===== src/rtl/uart_tx_pkg.sv =====
// Shared definitions for the UART transmit frame controller: state encoding,
// output-mux select codes and the default data width.
// Build option: UART_TX_TWO_STOP_EN adds a second stop-bit state.
package uart_tx_pkg;

    localparam int DEFAULT_DATA_WIDTH = 8;

    // Output mux select: which source drives the TX line
    localparam logic [1:0] MUX_START = 2'b00;  // constant 0
    localparam logic [1:0] MUX_STOP  = 2'b01;  // constant 1 (also idle level)
    localparam logic [1:0] MUX_DATA  = 2'b10;  // serializer output
    localparam logic [1:0] MUX_PAR   = 2'b11;  // parity bit

`ifdef UART_TX_TWO_STOP_EN
    typedef enum logic [2:0] {
        ST_IDLE   = 3'd0,
        ST_START  = 3'd1,
        ST_DATA   = 3'd2,
        ST_PARITY = 3'd3,
        ST_STOP   = 3'd4,
        ST_STOP2  = 3'd5
    } state_t;
`else
    typedef enum logic [2:0] {
        ST_IDLE   = 3'd0,
        ST_START  = 3'd1,
        ST_DATA   = 3'd2,
        ST_PARITY = 3'd3,
        ST_STOP   = 3'd4
    } state_t;
`endif

endpackage


===== src/rtl/uart_tx_fsm.sv =====
// UART transmit frame controller. Sequences start, data, optional parity and
// stop bits, one bit per clock, and drives the serializer enable, the line
// mux select, a data-load strobe and busy. All outputs are registered and
// decoded from the next state so they line up with the state register.
// Build option: UART_TX_TWO_STOP_EN -> two stop bits, back-to-back
// acceptance moves from STOP to STOP2.
module uart_tx_fsm
    import uart_tx_pkg::*;
#(
    parameter int DATA_WIDTH  = DEFAULT_DATA_WIDTH,
    parameter int SER_TIMEOUT = DATA_WIDTH + 2
) (
    input  logic       clk,
    input  logic       rst,
    input  logic       data_valid,
    input  logic       par_en,
    input  logic       ser_done,
    output logic       ser_en,
    output logic       data_load,
    output logic [1:0] mux_sel,
    output logic       busy,
    output logic       ser_err
);

    localparam int              WD_W    = $clog2(SER_TIMEOUT + 1);
    localparam logic [WD_W-1:0] WD_LAST = WD_W'(SER_TIMEOUT - 1);

    state_t          state_q, state_d;
    logic [WD_W-1:0] wd_q, wd_d;
    logic            par_q, par_d;
    logic            ser_en_q, ser_en_d;
    logic            data_load_q, data_load_d;
    logic [1:0]      mux_sel_q, mux_sel_d;
    logic            busy_q, busy_d;
    logic            ser_err_q, ser_err_d;

    // State, watchdog, parity latch and decoded output registers
    always_ff @(posedge clk or posedge rst) begin
        if (rst) begin
            state_q     <= ST_IDLE;
            wd_q        <= '0;
            par_q       <= 1'b0;
            ser_en_q    <= 1'b0;
            data_load_q <= 1'b0;
            mux_sel_q   <= MUX_STOP;
            busy_q      <= 1'b0;
            ser_err_q   <= 1'b0;
        end else begin
            state_q     <= state_d;
            wd_q        <= wd_d;
            par_q       <= par_d;
            ser_en_q    <= ser_en_d;
            data_load_q <= data_load_d;
            mux_sel_q   <= mux_sel_d;
            busy_q      <= busy_d;
            ser_err_q   <= ser_err_d;
        end
    end

    // Next-state logic plus output decode from the next state
    always_comb begin
        state_d   = state_q;
        wd_d      = wd_q;
        par_d     = par_q;
        ser_err_d = 1'b0;

        case (state_q)
            ST_IDLE: begin
                if (data_valid) begin
                    state_d = ST_START;
                    par_d   = par_en;
                end
            end
            ST_START: begin
                state_d = ST_DATA;
                wd_d    = '0;
            end
            ST_DATA: begin
                if (ser_done) begin
                    state_d = par_q ? ST_PARITY : ST_STOP;
                end else if (wd_q == WD_LAST) begin
                    // Serializer never reported its last bit: close the frame
                    state_d   = ST_STOP;
                    ser_err_d = 1'b1;
                end else begin
                    wd_d = wd_q + 1'b1;
                end
            end
            ST_PARITY: begin
                state_d = ST_STOP;
            end
`ifdef UART_TX_TWO_STOP_EN
            ST_STOP: begin
                state_d = ST_STOP2;
            end
            ST_STOP2: begin
                if (data_valid) begin
                    state_d = ST_START;
                    par_d   = par_en;
                end else begin
                    state_d = ST_IDLE;
                end
            end
`else
            ST_STOP: begin
                if (data_valid) begin
                    state_d = ST_START;
                    par_d   = par_en;
                end else begin
                    state_d = ST_IDLE;
                end
            end
`endif
            default: begin
                state_d = ST_IDLE;
            end
        endcase

        // START is only ever entered on acceptance, so this is a 1-cycle strobe
        data_load_d = (state_d == ST_START);
        ser_en_d    = (state_d == ST_DATA);
        busy_d      = (state_d != ST_IDLE);

        case (state_d)
            ST_START:  mux_sel_d = MUX_START;
            ST_DATA:   mux_sel_d = MUX_DATA;
            ST_PARITY: mux_sel_d = MUX_PAR;
            default:   mux_sel_d = MUX_STOP;
        endcase
    end

    assign ser_en    = ser_en_q;
    assign data_load = data_load_q;
    assign mux_sel   = mux_sel_q;
    assign busy      = busy_q;
    assign ser_err   = ser_err_q;

endmodule


===== config.mk =====
export PLATFORM = sky130hd
export DESIGN_NAME = uart_tx_fsm
export DESIGN_NICKNAME = d
export VERILOG_FILES = /design/src/rtl/uart_tx_pkg.sv /design/src/rtl/uart_tx_fsm.sv
export SDC_FILE = /design/constraint.sdc
export NUM_CORES = 1
export LEC_CHECK = 0
export ABC_AREA = 1
export BUFFER_PORTS_ARGS = -buffer_cell sky130_fd_sc_hd__buf_2
export CAP_MARGIN = 20
export CORE_AREA = 2 2 39 41
export DETAILED_ROUTE_END_ITERATION = 10
export DIE_AREA = 0 0 41 43
export PLACE_DENSITY = 0.69
export SYNTH_ARGS = -nofsm -noshare
export SYNTH_HDL_FRONTEND = slang
export SYNTH_SLANG_ARGS = --single-unit

===== constraint.sdc =====
create_clock -name clk -period 1.5 [get_ports clk]
set_input_delay 0.225 -clock clk [delete_from_list [all_inputs] [get_ports clk]]
set_output_delay 0.225 -clock clk [all_outputs]
set_load 0.01 [all_outputs]

# After elaboration in Yosys (flattened, before gate mapping)

Index checks and enable logic that the tools add are counted.

Bits of input ports: 5
Logic and storage cells: 38
Output and inout port bits: 6
Register bits: 14

Mux-type cells: 13
Reductions and logical operators: 6
Add/subtract/negate cells: 1
Equality and inequality tests: 10

Operator list:

| cell                  | number |
|---|---|
| $pmux W3 S5           | 1 |
| $eq A3 B2 Y1 const B  | 4 |
| $mux W3               | 4 |
| $mux W4               | 2 |
| $pmux W4 S2           | 1 |
| $eq A3 B1 Y1 const B  | 2 |
| $pmux W2 S3           | 1 |
| $add A4 B1 Y4 const B | 1 |
| $eq A4 B4 Y1 const B  | 1 |
| $mux W1               | 4 |
| $ne A2 B2 Y1 const B  | 2 |
| $eq A3 B3 Y1 const B  | 1 |
| $logic_not A3 Y1      | 1 |
| $reduce_and A3 Y1     | 1 |
| $reduce_bool A3 Y1    | 1 |
| $reduce_and A2 Y1     | 1 |
| $reduce_bool A2 Y1    | 1 |
| $reduce_or A2 Y1      | 1 |

# Depth between registers and ports, before layout

Gate-level depths: netlist of the first run.

Depth after elaboration: 6
Gate-level depth with buffers: 8
Gate-level depth less buffers: 8

# Worst setup path before layout of the first run

No wires, ideal clock.

Path kind: flip-flop to flip-flop
Start: register wd_q[1]
End: register busy_q, in the netlist busy
Arrival time: 1,070 ps
Period minus slack after synthesis: 1,205 ps
Slack: 295 ps
Setup time: 134 ps
Stages on the path, launching flop included: 8
Required time: 1,366 ps
Path buffers: 0
Cell sequence: dfrtp_1 -> inv_1 -> ha_1 -> nand3_2 -> nand2_1 -> nand2_1 -> a21oi_1 -> nand3_1

Cells in the longest elaborated chain, start to end: 5

RTL lines:

| item                     | RTL line           | text |
|---|---|---|
| start: declaration       | uart_tx_fsm.sv:29  | `logic [WD_W-1:0] wd_q, wd_d;` |
| start signal: assignment | uart_tx_fsm.sv:50  | `wd_q <= wd_d;` |
| $eq A4 B4 Y1             | uart_tx_fsm.sv:81  | `end else if (wd_q == WD_LAST) begin` |
| $mux W3                  | uart_tx_fsm.sv:81  |  |
| $mux W3                  | uart_tx_fsm.sv:79  | `if (ser_done) begin` |
| $pmux W3 S5              | uart_tx_fsm.sv:67  | `case (state_q)` |
| $reduce_bool A3 Y1       | uart_tx_fsm.sv:122 | `busy_d = (state_d != ST_IDLE);` |
| via busy_d               | uart_tx_fsm.sv:34  | `logic busy_q, busy_d;` |
| end signal: assignment   | uart_tx_fsm.sv:55  | `busy_q <= busy_d;` |
| end: declaration         | uart_tx_fsm.sv:34  |  |

The timed path passes the listed nets, and every way through them passes these cells.
A chain may end at the register's enable or synchronous reset.

# Worst setup path after layout of the first run

Same ends and word-level chain as after synthesis.

==> results.txt, run 1 <==
The flow ran to the end, and the final reports show no timing, DRC or antenna violations. For the worst hold margin, the log shows 139 ps. Buffers inserted during clock tree synthesis total 3.

The tree is rooted in a clkbuf_4. The mean post-synth cell area works out to 9.72 um^2. The clock transition at the registers of the reported paths is 80 ps, and the maximum level of the CTS H-tree is 1. The share of cells above drive strength 1 was 28.7%. Initial antenna violation count: 0.

The data required time at the worst endpoint is 1660 ps. Entering global routing, the biggest net connects 15 pins. The worst hold path stage count was 3; the half-perimeter wire length after placement was 769 um. Fill cells in the final layout number 128.

Sequential cells were found to cover 55.6% of the synthesized design area. Yosys instantiated no cell more often than nand2_1. The run gives 72 as the post-synthesis net count.

The worst slew margin relative to its limit is 65.0%. The tools report the final setup violation count as 0. The tools report the number of iterations in the first detailed-routing pass as 4.

The number of pins with negative max-slew slack in the final report came out at 0. The congestion estimate from routability-driven global placement came to 0.799. The synthesized design contains 14 register bits. For this design the static power due to leakage is 0.405 nW.

OpenSTA, run right after detailed placement, puts the worst setup slack at 191 ps. The count of buffers added on input and output ports is 10. The commonest cells after synthesis are nand2_1, dfrtp_1, inv_1. The total vias in the final route came out at 439. Number of enable flip-flop cells after synthesis: 0. The area taken by flip-flops and latches is 352 um^2.

CTS sink count: 14. The run gives 235 ps as the least setup slack across all paths after layout. In the post-synthesis netlist, the biggest area contributors are dfrtp_1, nand2_1, inv_1, nand3_1, dfstp_2. For the final routed database, the setup TNS stands at 0 ps. Of all nets on the critical path, the largest fanout is 4. For this block, wires on met1 add up to 520 um. The area of the die was 0.00176 mm^2; the first-pass GRT wire length was 1.79 mm. The multi-input combinational cells in the finished layout cover a total of 239 um^2. The floorplan step set the die width to 41 um. The data arrival time of the worst path was 1420 ps. The violation count after the first detailed-routing iteration was 7. The relative area change from synthesis to final layout is 19.0%, and the share of the core filled with cells is 54.3%.

In the final routed layout, each cell accounts on average for 10.9 um. In this run the top signal layer used is met3. For the total of warnings raised by yosys, the log shows 0. TritonCTS built the clock tree.

Setup repair after global routing left no endpoint under its margin. From bottom edge to top edge, the die measures 43 um. Across the VDD grid, the largest voltage drop is 0.715 mV. In the global route stage, overall resource usage came out at 15.2%. Static timing analysis puts the maximum clock frequency at 791 MHz. The number of buffers inserted by post-CTS setup repair is 0, and the number of failing hold endpoints at the final stage is 0. Summing all placed instances gives a cell area of 702 um^2. The number of top-level design ports is 11, and the part of the cycle the worst path needs is 84.3%. The tools report the number of global-route vias before repair as 424. The share of the synthesized area in the top cell type came out at 51.5%. Type of origin of the critical path: a flop. The area of the core region was 0.00138 mm^2. The primary flip-flop cell chosen by synthesis mapping was dfrtp_1. The type of the worst setup path was flop to flop. The run gives 22 um as the routed wire length on met3. For this run, design rule violations remaining after detail routing come to 0.

The power per cell area is 1730 mW/mm^2. The endpoint class of the critical path was a flop. Once layout is done, the placed cells without fillers occupy 752 um^2.

For the worst flop-to-flop path, the logic depth is 7. The run gives 632 um^2 as the netlist area before placement. Counting along the longest clock path gives a buffer depth of 2.

The share of async-settable or async-resettable flops after synthesis came out at 100%. The worst clock skew came out at 2.45 ps. The distinct cell type count of the synthesized netlist is 19, and the clock insertion delay at the later pin of the skew report is 270 ps.

For the pin with the worst max-slew slack, the measured transition is 524 ps. For this run, the number of standard cells in the final layout without fillers is 96. Including well taps, the total number of placed cells is 91. Summed over all layers, the global routing overflow is 0.

The number of nets with antenna violations after routing was 0. The tool flagged a number of max-cap violations equal to 0. The smallest clock period supported by the final layout is computed as 1260 ps. For this block, the routed nets add up to 1.04 mm of wire. After detailed routing, the number of vias per cell comes to 4.57. The design draws 1.30 mW. Synthesized instance count: 65. The starting utilization of the core area is 45.7%. Met2 wire length: 500 um.

The type of the tightest min-delay check is primary input to flop. The synthesized design spends more area on one cell type than any other, namely dfrtp_1. The tools report the final layout net count as 88. The floorplan has 14 rows. The number of antenna diodes in the final layout is 0.
## routing by layer
| layer | vias up | global-route usage (%) |
|---|---|---|
| met5 | - | 0 |
| met4 | 0 | 8.00 |
| met3 | 0 | 3.14 |
| met2 | 8 | 20.6 |
| met1 | 197 | 22.0 |
| li1 | 234 | - |
## kinds of logic (layout without fill, tap and decap cells)
logic type      count (synthesis)  count (layout)  share of synthesized area [%]
fa+ha+maj                       2               2                           3.96
flops                          14              14                           55.6
buf+inv                        12              27                           7.13
xor+xnor                        2               2                           2.77
compound gates                  3               3                           2.38
simple gates                   32              32                           28.1
## critical path, stage by stage (launching register included)
cell     delay, ps
dfrtp_1        420
inv_1           80
ha_1           150
nand3_2        110
nand2_1         80
nand2_1         70
a21oi_2        160
nand3_1         90
## area by class of cell
type / instances / share of cell area (%)
Sequential cell: 14 / 46.8
Multi-Input combinational cell: 39 / 31.8
Timing Repair Buffer: 11 / 7.99
Inverter: 12 / 5.99
Clock buffer: 4 / 4.83
Tap cell: 16 / 2.66
## cell usage in the layout (no fill, tap or decap)
master,synthesis,final
nand2_4,1,1
nor3_4,1,1
xnor2_1,1,1
nand3_4,1,1
nand3_1,6,6
dfstp_2,1,1
nand4_1,1,1
nand2_1,14,14
nor2_1,5,5
dfrtp_1,13,13
nor3_1,1,1
buf_2,0,10
clkbuf_4,0,3
dlygate4sd3_1,0,1
ha_1,2,2
xor2_1,1,1
nand3_2,1,1
o21ai_1,2,2
nor3_2,1,1
inv_1,10,10
a21oi_2,0,1
inv_2,2,2
clkbuf_8,0,1
## state kept, by name, summed over array words and instances (netlist names)
name,count
data_load,1
busy,1
ser_err,1
mux_sel,2
ser_en,1
par_q,1
state_q,3
wd_q,4
## final timing paths
check | start | to | slack, ps
min in group asynchronous | rst | wd_q[3]$_DFFE_PP0P_ | 530
worst min register to register | par_q$_DFFE_PP0P_ | par_q$_DFFE_PP0P_ | 530
worst max-delay path | wd_q[1]$_DFFE_PP0P_ | busy$_DFF_PP0_ | 240
worst max register to register | wd_q[1]$_DFFE_PP0P_ | busy$_DFF_PP0_ | 240
worst min-delay path | par_en | par_q$_DFFE_PP0P_ | 140
max in group asynchronous | rst | mux_sel[0]$_DFF_PP1_ | 610
## report_power, final
group | total (mW) | switching [mW] | leakage (nW) | internal (mW)
Combinational | 0.435 | 0.272 | 0.204 | 0.163
Clock | 0.263 | 0.116 | 0.0210 | 0.147
Sequential | 0.601 | 0.0898 | 0.181 | 0.511
## repair_timing
item | CTS | global route
hold buffers | 1 | 0
resized for setup | 0 | 1
endpoints found under the hold margin | 13 | 0
setup endpoints to repair | 0 | 1
(Power assumes the default switching activity.)
==> inputs of run 2 (changes only) <==
--- a/config.mk
+++ b/config.mk
@@ -8,10 +8,10 @@
 export ABC_AREA = 1
 export BUFFER_PORTS_ARGS = -buffer_cell sky130_fd_sc_hd__buf_2
 export CAP_MARGIN = 20
-export CORE_AREA = 2 2 39 41
+export CORE_MARGIN = 2
+export CORE_UTILIZATION = 46
 export DETAILED_ROUTE_END_ITERATION = 10
-export DIE_AREA = 0 0 41 43
-export PLACE_DENSITY = 0.69
+export PLACE_DENSITY = 0.7
 export SYNTH_ARGS = -nofsm -noshare
 export SYNTH_HDL_FRONTEND = slang
 export SYNTH_SLANG_ARGS = --single-unit
==> constraint.sdc (replaced) <==
create_clock -name clk -period 1.1 [get_ports clk]
set_input_delay 0.165 -clock clk [delete_from_list [all_inputs] [get_ports clk]]
set_output_delay 0.165 -clock clk [all_outputs]
set_load 0.01 [all_outputs]
==> run 2 against run 1 <==
The flow now finishes with violations (negative setup slack). First-iteration DRC count is 14% lower. Clock-buffer cell count stayed put. Hold slack worse by 50 ps. Die area is 4.4% lower. Largest power group is now combinational logic.
==> results.txt, run 2 (same netlist as run 1, synthesis figures left out) <==
The flow ran to the end, but the final reports show violations. For this configuration, the core starts out at a cell density of 49.2%. The tools report the maximum resistive drop on vdd as 1.31 mV. The first TritonRoute pass finished after 4 iterations.

The number of buffers created by CTS is 3, and the number of port buffers is 10. Setup violations remaining at the end of the flow were counted as 10. Final critical path time including I/O delays and setup: 1200 ps. The register with the most flip-flops is wd_q.

For this run, global-route usage on met3 was measured as 5.98%. The number of nets with antenna violations after routing is 0. For the number of top-level design ports, the log shows 11. Clock-pin slew was measured on the worst setup and hold paths at 90 ps. STA classifies the critical path endpoint as a flop.

Global routing consumed, over all layers together, 18.2% of the routing resources. The floorplan step defined a die boundary enclosing 0.00169 mm^2. The half-perimeter wire length after placement was 908 um. The type of the tightest min-delay check was primary input to flop. The worst clock skew is 2.98 ps, and the total vias in the final route is 479. In the layout the commonest cells are dfrtp_1, nand2_1, inv_1, buf_2, buf_4. The power per cell area was 2370 mW/mm^2; the initial antenna violation count was 0.

The DRC violation count after routing was 0; the share of cells above drive strength 1 was 45.5%. The number of failing hold endpoints at the final stage is 0. In this run the most used layer during global routing was met2.

The met2 capacity usage during global routing is 31.6%. The CTS sink count was 14; the data required time at the worst endpoint was 1270 ps. The part of the cycle the worst path needs was 109%. Root buffer selected by CTS: clkbuf_4. Across the run, the number of max-cap violations was 0. Entering global routing, the biggest net connects 15 pins. The total routed wirelength is 1.24 mm, and the area of the core region is 0.00128 mm^2.

The type of the worst setup path was flop to flop. Dividing the detail-routed wire length by the instance count gives 12.1 um. The number of pins with negative max-slew slack in the final report was 0; the flip-flop count of the largest register, all copies and words added was 4. The tools report the number of buffers between clock root and the deepest sink as 2. For the leftover overflow at the end of global routing, the log shows 0. Height of the die: 41.1 um. The slew at the pin closest to its max-slew limit is 530 ps. Of all nets on the critical path, the largest fanout is 7. The clock insertion delay at the later pin of the skew report was 270 ps.

The type of origin of the critical path was a flop. Setup repair after global routing could not meet its margin everywhere. Based on the critical path, the design can be clocked at up to 836 MHz.

The maximum level of the CTS H-tree was 1. Most frequent standard cell in the layout excluding fill and tap cells: dfrtp_1. The finished cells cover 852 um^2. The chip width is 41.1 um, and the first-pass GRT wire length is 1.94 mm. Routability-driven placement finished with a final weighted congestion of 0.733.

The relative area change from synthesis to final layout is 34.9%. The number of global-route vias before repair came out at 487. The data arrival time of the worst path came out at 1370 ps.

Global routing consumed, on the met1 layer, 19.6% of the routing resources. 0 antenna diodes ended up in the layout. The detailed router finished its first iteration with 6 violations.

Headroom to the max-slew limit came out at 64.6%. The final reports fail on negative setup slack. The worst slack after detailed placement was -135 ps.

Once placement finished, the instance area stood at 749 um^2. The least setup slack across all paths after layout was -96.4 ps. The leakage power summed over all cells is 0.450 nW, and the final layout net count is 96.

After detailed routing, the number of vias per cell comes to 4.65. TritonCTS built the clock tree. The floorplan has 13 rows.
[run 2: cell count changes in the layout (fill, tap and decap cells not counted), moves of 2 or more]
cell     previous run  this run
buf_4               0         7
buf_6               0         2
nand2_1            14        10
nand2_2             0         4
nand3_1             6         4
nand3_2             1         3
[run 2: path summary, 6_finish.rpt]
kind	start	to	slack [ps]	depth (start not counted)
hold / removal	ser_done	ser_err$_DFF_PP0_	90	2
min in group asynchronous	rst	wd_q[2]$_DFFE_PP0P_	470	3
setup reg to reg	wd_q[1]$_DFFE_PP0P_	wd_q[3]$_DFFE_PP0P_	-100	8
max in group asynchronous	rst	state_q[0]$_DFF_PP0_	250	3
setup / recovery	wd_q[1]$_DFFE_PP0P_	wd_q[3]$_DFFE_PP0P_	-100	8
hold reg to reg	par_q$_DFFE_PP0P_	par_q$_DFFE_PP0P_	530	2
[run 2: worst max-delay path, stage by stage, from the launching register on]
cell,delay (ps)
dfrtp_1,380
inv_1,60
ha_2,160
nand3_2,70
buf_6,130
nand3_4,100
nand2_4,80
nand2_2,70
nand2_2,40
[run 2: metal layers]
metal / vias to the layer above / share of wire, %
li1: 249 / -
met1: 223 / 40
met2: 5 / 57
met3: 2 / 2.6
met4: 0 / 0.96
met5: - / 0
[run 2: cell type report]
cell class	count	area, um^2
clock buffer	4	36.3
tap	15	18.8
timing repair buffer	19	130
sequential	14	353
fill	110	433
multi-input combinational	39	269
inverter	12	45.0
[run 2: per-stage QoR]
stage | setup TNS (ps) | hold slack (ps) | cells | util, % | power, mW
after floorplan | -130 | 53.5 | 65 | - | 1.24
after CTS | -602 | 80.5 | 103 | 64.6 | 1.97
after detailed placement | -690 | 230 | 96 | 58.3 | 1.54
final | -519 | 89.0 | 103 | 66.3 | 2.02
after global routing | -1350 | 81.9 | 103 | 66.3 | 2.18
after global placement | -235 | 221 | 96 | 58.3 | 1.51
[run 2: timing repair]
action / in CTS / in global routing
hold buffers: 1 / 0
gates resized for setup: 5 / 7
endpoints found under the hold margin: 13 / 0
buffers inserted: 2 / 0
pin swaps: 5 / 4
endpoints found under the setup margin: 10 / 13
[run 2: report_power, final]
group	total (mW)	internal, mW	switching, mW
logic	0.848	0.377	0.471
registers	0.806	0.701	0.105
clock network	0.367	0.201	0.166
==> inputs of run 3 (changes only) <==
--- a/config.mk
+++ b/config.mk
@@ -5,13 +5,12 @@
 export SDC_FILE = /design/constraint.sdc
 export NUM_CORES = 1
 export LEC_CHECK = 0
-export ABC_AREA = 1
 export BUFFER_PORTS_ARGS = -buffer_cell sky130_fd_sc_hd__buf_2
 export CAP_MARGIN = 20
 export CORE_MARGIN = 2
-export CORE_UTILIZATION = 46
+export CORE_UTILIZATION = 48
 export DETAILED_ROUTE_END_ITERATION = 10
-export PLACE_DENSITY = 0.7
+export PLACE_DENSITY = 0.72
 export SYNTH_ARGS = -nofsm -noshare
 export SYNTH_HDL_FRONTEND = slang
 export SYNTH_SLANG_ARGS = --single-unit
==> run 3 against run 2 <==
Fmax fell by 5.2%. Sequential share of layout area fell by 7.3 points. The flow still finishes with violations (negative setup slack). Critical path depth fell by 3. Critical endpoint is now wd_q[1]$_DFFE_PP0P_. Hold slack improved by 24 ps. Global-route usage rose by 1.9 points. Clock-buffer cell count did not move.
==> results.txt, run 3 <==
The run finished, with violations left. The final reports fail on negative setup slack. The tools report the first-pass GRT wire length as 2.71 mm.

Start point of the worst hold path: par_en. Biggest fanout along the worst timing path: 5. The most common cell in the synthesized netlist is dfrtp_1. The endpoint class of the critical path is a flop. The critical path buffer and inverter count came out at 1.

Once detail routing completed, the nets flagged for antenna violations numbered 0. The tools report the number of failing hold endpoints at the final stage as 0. TritonCTS created 3 clock buffers.

From bottom edge to top edge, the die measures 42.9 um. The primary flip-flop cell chosen by synthesis mapping is dfrtp_1. The number of antenna cells inserted came out at 0.

The number of port buffers is 10, and the flip-flop count of the largest register, all copies and words added is 4. For this run, the top clock speed supported by timing is 793 MHz. Once layout is complete, the utilization of the core stands at 71.2%.

The largest net degree at the start of global routing came out at 15. In this run the cell area of the synthesized design comes to 727 um^2. After synthesis, the most frequently instantiated cells are dfrtp_1, inv_1, nor2_1. The Yosys step of the flow raised 0 warnings.

In this run the deepest clock path goes through 2 buffers. The fraction of power spent switching nets came out at 35.9%. The critical path launch point was wd_q[1]$_DFFE_PP0P_. For the maximum resistive drop on vdd, the log shows 1.70 mV.

In this run the static leakage power is 0.542 nW. The average vias per placed instance was 5.61. The least setup slack across all paths after layout was -162 ps; the slew at the pin closest to its max-slew limit was 266 ps. By area the synthesized netlist is led by dfrtp_1, inv_1, dfstp_2, ha_1, and4b_1.

The tools report the layout filler cell count as 124. Compared with the post-synthesis result, the final layout area differs by 42.3%. In the final design database the tool counted 108 nets. The flip-flop and latch count after synthesis came out at 14. Top layer reached by signal wires: met4. Once layout is complete, the cells apart from fillers number 116.

The logs give 0 for the DRC violation count after routing and 82 um for the routed wire length on met3. The number of global-route vias before repair is 635. The cell-internal power is 1.68 mW.

Dividing total power by cell area gives a power density of 2530 mW/mm^2. Walking the worst path, the cells encountered are inv_2 > ha_4 > nand3b_4 > a32o_1 > a22o_1. Sum of internal, switching and leakage power: 2.62 mW. Maximum level of the CTS H-tree: 1. The tools report the fraction of power consumed by combinational cells as 51.7%. TritonCTS built the clock tree. The met1 wire length was 697 um. Before antenna repair, the detailed router went through 4 iterations.

After the first detailed-routing iteration, the DRC count stood at 16. Gate family responsible for the most delay along the worst path: compound AO/OA/AOI/OAI gates. Setup repair after global routing could not meet its margin everywhere.

The total global routing track utilization was 20.1%; the final non-filler cell area was 0.00103 mm^2. The die covers 0.00184 mm^2. The share of the Yosys chip area taken by registers is 48.4%. Data arrives at the worst endpoint at 1440 ps.

The placed instances occupy a cell area of 936 um^2. Counting distinct cell types in the post-synthesis netlist gives 34. Total negative setup slack: -1120 ps. The clock drives 14 sinks. For this design the total switching power over the nets is 0.941 mW. STA classifies the critical path startpoint as a flop. In the synthesized netlist the async set-or-reset flop fraction comes to 100%. The logs give 113 ps for the worst hold margin and 6.42 ps for the worst clock skew. The share of the synthesized area in the top cell type is 44.8%, and the worst slew margin relative to its limit is 82.1%.

Dividing the detail-routed wire length by the instance count gives 14.5 um. The final weighted congestion in routability-driven placement was 0.785. In this run the worst hold path is classified as primary input to flop. Data required time at the worst endpoint: 1280 ps. The startpoint identified for the worst register-to-register timing path is wd_q[1]$_DFFE_PP0P_. The run gives 0 as the reported max-cap violation count. In the final layout, the share of cells above drive strength 1 is 49.0%. The total number of placement rows was 14. The initial utilization of the core area, before any placement, comes to 50.0%. The sequential power share is 33.8%, and the chip width is 42.9 um. Leaving out fill and tap cells, the most frequent cell in the layout is buf_4.

The number of nets in the synthesized netlist is 76. The initial antenna violation count came out at 0. The final critical path time including I/O delays and setup is 1260 ps. The register with the most flip-flops is wd_q. The run gives 69 as the synthesized instance count.

The critical path's slowest cell is dfrtp_1. The run gives 110 as the number of placed instances with taps included. Summed over all instances, the cell type with the most area after synthesis is dfrtp_1. The synthesized design contains 0 enable-type register cells. For the worst-skew pair, the clock arrives at the later sink with an insertion delay of 280 ps. For the total vias in the final route, the log shows 651. In this run, the clock network consumes 14.4% of the power. The setup path with the least slack is of type flop to flop. The tools report the met2 wire length as 895 um. The final layout contains routed wiring with a total length of 1.69 mm. Setup violations remaining at the end of the flow were counted as 11. Clock-pin slew was measured on the worst setup and hold paths at 90 ps.

Detailed placement finished with a half-perimeter wire length of 1.09 mm. The cell sitting at the root of the clock tree is a clkbuf_4. During I/O placement, the number of pins put on the boundary was 11. The tools report the area of the core region as 0.00145 mm^2. In the layout the commonest cells are buf_4, dfrtp_1, buf_2. For the leftover overflow at the end of global routing, the log shows 0. The number of pins with negative max-slew slack in the final report was 0; the delay of the slowest cell on the worst path was 390 ps. The worst slack after detailed placement is -187 ps, and the mean post-synth cell area is 10.5 um^2. In the finished design, the share of the clock period the worst path needs comes to 115%.
[run 3: cell count changes after synthesis, sizes merged, moves of 2 or more]
cell,before,now
nand2b,0,2
buf,0,4
inv,12,8
and3,0,2
a21oi,1,3
a211o,0,2
nand3,8,3
nand2,15,2
and4b,0,2
[run 3: repair_timing]
action	CTS	global route
endpoints found under the hold margin	13	0
hold buffers	1	0
gates resized for setup	3	8
pin swaps	1	4
endpoints found under the setup margin	11	12
setup buffers	0	1
[run 3: worst paths after layout]
kind / endpoint / slack (ps) / cells past startpoint
max: wd_q[1]$_DFFE_PP0P_ / -160 / 5
min: par_q$_DFFE_PP0P_ / 110 / 2
max reg2reg: wd_q[1]$_DFFE_PP0P_ / -160 / 5
min reg2reg: par_q$_DFFE_PP0P_ / 540 / 1
max in group asynchronous: mux_sel[0]$_DFF_PP1_ / 450 / 4
min in group asynchronous: wd_q[1]$_DFFE_PP0P_ / 410 / 4
[run 3: area by class of cell]
type	instances	area [um^2]	share of cell area, %
Multi-Input combinational cell	43	375	36.3
Tap cell	16	20.0	1.93
Sequential cell	14	353	34.1
Clock buffer	4	36.3	3.51
Inverter	8	30.0	2.90
Timing Repair Buffer	31	220	21.3
[run 3: routing by layer]
metal	vias up	GRT usage, %
li1	308	-
met1	323	24.3
met2	18	33.9
met3	2	3.83
met4	0	9.38
met5	-	0
[run 3: power groups by stage]
stage | sequential, mW | clock (mW) | combinational [mW]
5_1_grt | 0.913 | 0.393 | 1.49
3_3_place_gp | 0.868 | 0 | 1.17
2_1_floorplan | 0.903 | 0 | 0.677
6_report | 0.885 | 0.378 | 1.35
3_5_place_dp | 0.874 | 0 | 1.20
4_1_cts | 0.863 | 0.385 | 1.24
[run 3: kinds of logic (layout without fill, tap and decap cells)]
logic type                 Yosys count  after routing  synth area share, %
adders and majority gates            2              2                 3.44
DFF                                 14             14                 48.4
buffers and inverters               12             43                 8.09
muxes                                1              1                 1.55
and+or+nand+nor                     25             25                 23.6
AOI/OAI and AO/OA                   15             15                 15.0
